### src/rtl/fetch_sequencer.sv
`default_nettype none
// ============================================================================
// Module   : fetch_sequencer
// Purpose  : Byte-serial instruction fetch. Assembles little-endian 32-bit
//            words, hands them to decode over valid/ready and accepts
//            branch redirects. Optional HALT detection: FETCH_HALT_DETECT_EN.
// Revision : 1.0 - initial release
// ============================================================================
module fetch_sequencer #(
  parameter int              PC_W     = 64,
  parameter int              AW       = 12,
  parameter logic [PC_W-1:0] RESET_PC = '0
) (
  input  logic            clk,
  input  logic            reset_n,
  input  logic            fetch_en,
  output logic            imem_req,
  output logic [AW-1:0]   imem_addr,
  input  logic            imem_ack,
  input  logic [7:0]      imem_rdata,
  output logic            instr_valid,
  input  logic            instr_ready,
  output logic [31:0]     instr,
  output logic [PC_W-1:0] instr_pc,
  input  logic            redirect_valid,
  input  logic [PC_W-1:0] redirect_pc,
  output logic            halted
);

  typedef enum logic [2:0] {
    IDLE    = 3'd0,
    FETCH   = 3'd1,
    PRESENT = 3'd2,
    FLUSH   = 3'd3,
    HALTED  = 3'd4
  } state_t;

  state_t            state_q, state_d;
  logic [PC_W-1:0]   pc_q, pc_d;
  logic [1:0]        byte_idx_q, byte_idx_d;
  logic [31:0]       word_q, word_d;
  logic [PC_W-1:0]   instr_pc_q, instr_pc_d;
  logic              halted_q, halted_d;
  logic [AW-1:0]     flush_addr_q, flush_addr_d;

  logic [PC_W-1:0]   redir_pc;
  logic [AW-1:0]     fetch_addr;
  logic              accept;
  logic              halt_hit;
  logic              unused_redirect_lsbs;

  assign redir_pc             = {redirect_pc[PC_W-1:2], 2'b00};
  assign unused_redirect_lsbs = ^redirect_pc[1:0];
  assign fetch_addr           = pc_q[AW-1:0] + AW'(byte_idx_q);
  assign accept               = (state_q == PRESENT) && instr_ready;

`ifdef FETCH_HALT_DETECT_EN
  assign halt_hit = (word_q[31:21] == 11'h7FF);
`else
  assign halt_hit = 1'b0;
`endif

  assign instr_valid = (state_q == PRESENT);
  assign instr       = word_q;
  assign instr_pc    = instr_pc_q;
  assign halted      = halted_q;

  always_comb begin
    state_d      = state_q;
    pc_d         = pc_q;
    byte_idx_d   = byte_idx_q;
    word_d       = word_q;
    instr_pc_d   = instr_pc_q;
    halted_d     = halted_q;
    flush_addr_d = flush_addr_q;
    imem_req     = 1'b0;
    imem_addr    = '0;

    case (state_q)
      IDLE: begin
        if (redirect_valid) pc_d = redir_pc;
        if (fetch_en) begin
          state_d    = FETCH;
          byte_idx_d = 2'd0;
        end
      end

      FETCH: begin
        imem_req  = 1'b1;
        imem_addr = fetch_addr;
        if (redirect_valid) begin
          pc_d       = redir_pc;
          byte_idx_d = 2'd0;
          // An un-acked read must still complete; remember its address.
          if (!imem_ack) begin
            state_d      = FLUSH;
            flush_addr_d = fetch_addr;
          end
        end else if (imem_ack) begin
          word_d[{byte_idx_q, 3'b000} +: 8] = imem_rdata;
          byte_idx_d = byte_idx_q + 2'd1;
          if (byte_idx_q == 2'd3) begin
            state_d    = PRESENT;
            instr_pc_d = pc_q;
          end
        end
      end

      FLUSH: begin
        imem_req  = 1'b1;
        imem_addr = flush_addr_q;
        if (redirect_valid) pc_d = redir_pc;
        if (imem_ack) begin
          state_d    = FETCH;
          byte_idx_d = 2'd0;
        end
      end

      PRESENT: begin
        if (accept) begin
          if (halt_hit) begin
            halted_d = 1'b1;
            state_d  = HALTED;
          end else begin
            pc_d    = redirect_valid ? redir_pc : pc_q + PC_W'(4);
            state_d = fetch_en ? FETCH : IDLE;
          end
        end else if (redirect_valid) begin
          pc_d    = redir_pc;
          state_d = FETCH;
        end
      end

      HALTED: begin
      end

      default: state_d = IDLE;
    endcase
  end

  always_ff @(posedge clk or negedge reset_n) begin
    if (!reset_n) begin
      state_q      <= IDLE;
      pc_q         <= RESET_PC;
      byte_idx_q   <= 2'd0;
      word_q       <= 32'd0;
      instr_pc_q   <= '0;
      halted_q     <= 1'b0;
      flush_addr_q <= '0;
    end else begin
      state_q      <= state_d;
      pc_q         <= pc_d;
      byte_idx_q   <= byte_idx_d;
      word_q       <= word_d;
      instr_pc_q   <= instr_pc_d;
      halted_q     <= halted_d;
      flush_addr_q <= flush_addr_d;
    end
  end

endmodule
`default_nettype wire

### config.mk
export PLATFORM = sky130hd
export DESIGN_NAME = fetch_sequencer
export DESIGN_NICKNAME = d
export VERILOG_FILES = /design/src/rtl/fetch_sequencer.sv
export SDC_FILE = /design/constraint.sdc
export NUM_CORES = 1
export LEC_CHECK = 0
export ABC_AREA = 1
export CAP_MARGIN = 15
export CORE_MARGIN = 3
export CORE_UTILIZATION = 29
export CTS_BUF_LIST = sky130_fd_sc_hd__clkbuf_4 sky130_fd_sc_hd__clkbuf_8
export DETAILED_ROUTE_END_ITERATION = 6
export MAX_ROUTING_LAYER = met4
export SKIP_CTS_REPAIR_TIMING = 1
export SLEW_MARGIN = 30
export SYNTH_ARGS = -nofsm -noshare
export SYNTH_HDL_FRONTEND = slang
export SYNTH_SLANG_ARGS = --single-unit
### constraint.sdc
create_clock -name clk -period 2.4 [get_ports clk]
set_input_delay 0.24 -clock clk [delete_from_list [all_inputs] [get_ports clk]]
set_output_delay 0.24 -clock clk [all_outputs]
set_load 0.005 [all_outputs]
==> reports/summary.json <==
{
  "finalNonFillerCells": {"value": 1955},
  "nets": {"value": 1593},
  "unrepaired_setup_endpoints_after_global_routing": {"value": "yes"},
  "cts_max_level": {"value": 4},
  "gr-usage-all-layers": {"value": 18.2, "unit": "%"},
  "asyncSetResetFlopFracSynth": {"value": 100, "unit": "%"},
  "max_slew_headroom": {"value": 57.8, "unit": "%"},
  "n_antenna_cell": {"value": 0},
  "crit_path_end_kind": {"value": "primary output"},
  "grt_antenna_before_repair": {"value": 0},
  "synth.net_count": {"value": 1402},
  "core-area": {"value": 32900, "unit": "sq um"},
  "grt_first_pass_wirelength": {"value": 50500, "unit": "um"},
  "viasPerCell": {"value": 4.86},
  "gr-usage-met2": {"value": 27.9, "unit": "%"},
  "placed_cells": {"value": 1915},
  "route.final.wire_length": {"value": 32200, "unit": "um"},
  "grt_start_max_net_pins": {"value": 77},
  "synth.ff_latch_count": {"value": 176},
  "gpl.final_weighted_congestion": {"value": 0.948},
  "postRouteAntennaNets": {"value": 0},
  "pwr_density_cell": {"value": 864, "unit": "nW/um^2"},
  "synthMostInstantiatedCell": {"value": "sky130_fd_sc_hd__nand2_1"},
  "min-delay-path-class": {"value": "in -> async"},
  "vdd_drop_max": {"value": 0.411, "unit": "mV"},
  "count_of_input_and_output_buffers": {"value": 185},
  "area_growth": {"value": 31.6, "unit": "%"},
  "tightest_slew": {"value": 632, "unit": "ps"},
  "clk_transition_reported_paths": {"value": 100, "unit": "ps"},
  "finClkSkew": {"value": 16.7, "unit": "ps"},
  "worst_slack": {"value": -55.1, "unit": "ps"},
  "synth_top_cells_by_count": {"value": "sky130_fd_sc_hd__nand2_1 (387), sky130_fd_sc_hd__o21ai_0 (197), sky130_fd_sc_hd__dfrtp_1 (176)"},
  "detailed_routing_iterations_pass_1": {"value": 6},
  "top_ff_cell_synth": {"value": "sky130_fd_sc_hd__dfrtp_1"},
  "cts.path.max_buffers": {"value": 2},
  "initial_utilization": {"value": 29.8, "unit": "%"},
  "placement_rows": {"value": 66},
  "setup.worst_path.class": {"value": "reg -> out"},
  "worst_path_fanout_max": {"value": 3},
  "syn_area": {"value": 9790, "unit": "sq um"},
  "ioPinCount": {"value": 189},
  "detail_route.iter0.violations": {"value": 834},
  "grt_pass1_vias": {"value": 8998},
  "drv_slew": {"value": 0},
  "synth.top_cell.area_share": {"value": 45.0, "unit": "%"},
  "use_met3": {"value": 2.80, "unit": "%"},
  "power.total": {"value": 11.1, "unit": "mW"},
  "r2r-start": {"value": "state_q[0]"},
  "cts-root-buf": {"value": "sky130_fd_sc_hd__clkbuf_8"},
  "finalHoldViolCount": {"value": 0},
  "cts.sinks": {"value": 176},
  "cts_inserted_buffers": {"value": 17},
  "violations": {"value": "setup timing"},
  "status": {"value": "finished with violations"},
  "finalSetupViolations": {"value": 2},
  "synth_edf_count": {"value": 0},
  "drc_violations_left": {"value": 0},
  "cp.required": {"value": 2160, "unit": "ps"},
  "die_width": {"value": 190, "unit": "um"},
  "synth.distinct_cells": {"value": 40},
  "num_vias": {"value": 9510},
  "yosysTopAreaCell": {"value": "sky130_fd_sc_hd__dfrtp_1"},
  "finalInstanceArea": {"value": 12900, "unit": "sq um"},
  "cts_tree": {"value": "yes"},
  "critPathLaunch": {"value": "byte_idx_q[0]"},
  "startpoint_type": {"value": "register"},
  "use_met1": {"value": 25.7, "unit": "%"},
  "drive_above_1_share": {"value": 10.4, "unit": "%"},
  "synthesis.yosys.warnings": {"value": 0},
  "timing.final.crit_share": {"value": 102, "unit": "%"},
  "finalCriticalPeriod": {"value": 2460, "unit": "ps"},
  "cap_violations": {"value": 0},
  "placement.cell_area": {"value": 12300, "unit": "sq um"},
  "worst_skew_pair.late_latency": {"value": 470, "unit": "ps"},
  "place.detailed.hpwl": {"value": 24000, "unit": "um"},
  "syn-mean-instance-area": {"value": 7.48, "unit": "sq um"},
  "post_synth_main_area_contributors": {"value": "sky130_fd_sc_hd__dfrtp_1 (45%), sky130_fd_sc_hd__nand2_1 (15%), sky130_fd_sc_hd__o21ai_0 (10%), sky130_fd_sc_hd__inv_1 (4.7%), sky130_fd_sc_hd__nor2_1 (3.5%)"},
  "worst-endpoint-arrival": {"value": 2220, "unit": "ps"},
  "achievable-frequency": {"value": 407, "unit": "MHz"},
  "global_route.peak_usage_layer": {"value": "met2"},
  "timing.setup.tns": {"value": -87.4, "unit": "ps"},
  "route.detailed.wl_per_inst": {"value": 16.5, "unit": "um"},
  "synthCells": {"value": 1309},
  "floorplan_die_area": {"value": 36000, "unit": "sq um"},
  "placement_setup_slack": {"value": -10.5, "unit": "ps"},
  "total_leakage_power": {"value": 5.87, "unit": "nW"},
  "ys_seq_area_share": {"value": 45.0, "unit": "%"},
  "grt_overflow_total": {"value": 0},
  "fp.dieH": {"value": 190, "unit": "um"}
}
-- registers in the layout (all words and copies together), names as in the netlist --
register / flops
flush_addr_q: 12
instr: 32
state_q: 2
pc_q: 64
byte_idx_q: 2
instr_pc: 64
-- placed cells by master, fill, tap and decap left out, types with 7 or more instances in the layout --
cell type,count
sky130_fd_sc_hd__nand2_1,382
sky130_fd_sc_hd__o21ai_0,187
sky130_fd_sc_hd__dfrtp_1,174
sky130_fd_sc_hd__clkdlybuf4s50_1,170
sky130_fd_sc_hd__inv_1,118
sky130_fd_sc_hd__nor2_1,86
sky130_fd_sc_hd__nand3_1,59
sky130_fd_sc_hd__nand4_1,40
sky130_fd_sc_hd__buf_4,36
sky130_fd_sc_hd__o21ai_1,27
sky130_fd_sc_hd__a21oi_1,22
sky130_fd_sc_hd__nor2_2,21
sky130_fd_sc_hd__nor3_1,19
sky130_fd_sc_hd__clkbuf_8,19
sky130_fd_sc_hd__xor2_1,11
sky130_fd_sc_hd__nor2_4,10
sky130_fd_sc_hd__ha_1,10
sky130_fd_sc_hd__nand2_2,9
sky130_fd_sc_hd__o211ai_1,9
sky130_fd_sc_hd__dlymetal6s2s_1,8
sky130_fd_sc_hd__o21a_1,7
-- cell type report --
cell class	instances	area, sq um
fill	3443	20000
clock buffer	19	262
tap	442	553
multi-input combinational	953	4810
clock inverter	13	149
sequential	176	4410
inverter	125	473
timing repair buffer	227	2220
-- routing by layer --
layer  routed length, um  up-vias
li1                    -     4669
met1               15500     4476
met2               14500      340
met3                1840       25
met4                 345        0
met5                   0        -
-- worst max-delay path, cell delays in order (launching register included) --
cell and delay (ps):
sky130_fd_sc_hd__dfrtp_1 410, sky130_fd_sc_hd__ha_4 180, sky130_fd_sc_hd__inv_2 40, sky130_fd_sc_hd__fa_2 400
sky130_fd_sc_hd__inv_2 80, sky130_fd_sc_hd__buf_4 120, sky130_fd_sc_hd__nand2_4 50, sky130_fd_sc_hd__xor2_2 150
sky130_fd_sc_hd__o21ai_1 180, sky130_fd_sc_hd__buf_2 140
-- stage by stage --
step           hold slack [ps]  util, %
2_1_floorplan            -55.6        -
3_3_place_gp               266     37.3
3_5_place_dp               265     37.3
4_1_cts                   -265     38.6
5_1_grt                    335     39.2
6_report                   307     39.2
-- report_power, final --
group / internal (mW) / switching (mW) / total [mW]
clock network: 0.998 / 1.22 / 2.22
logic: 1.70 / 2.63 / 4.33
registers: 3.75 / 0.842 / 4.59
-- kinds of logic after synthesis --
kind of cell | share of synthesized area, %
flops | 45.0
xor+xnor | 1.43
mux | 0.575
buf+inv | 7.29
simple gates | 28.7
fa+ha+maj | 1.99
other cells | 0.0383
compound gates | 15.0
-- final timing paths --
path	to	slack [ps]	cells past startpoint
setup / recovery	imem_addr[8]	-60	9
hold / removal	instr_pc[7]	310	2
setup reg to reg	pc_q[62]	200	12
hold reg to reg	pc_q[63]	490	2
max in group asynchronous	instr[12]	1390	3
min in group clk	pc_q[4]	360	3
(Power assumes the default switching activity.)
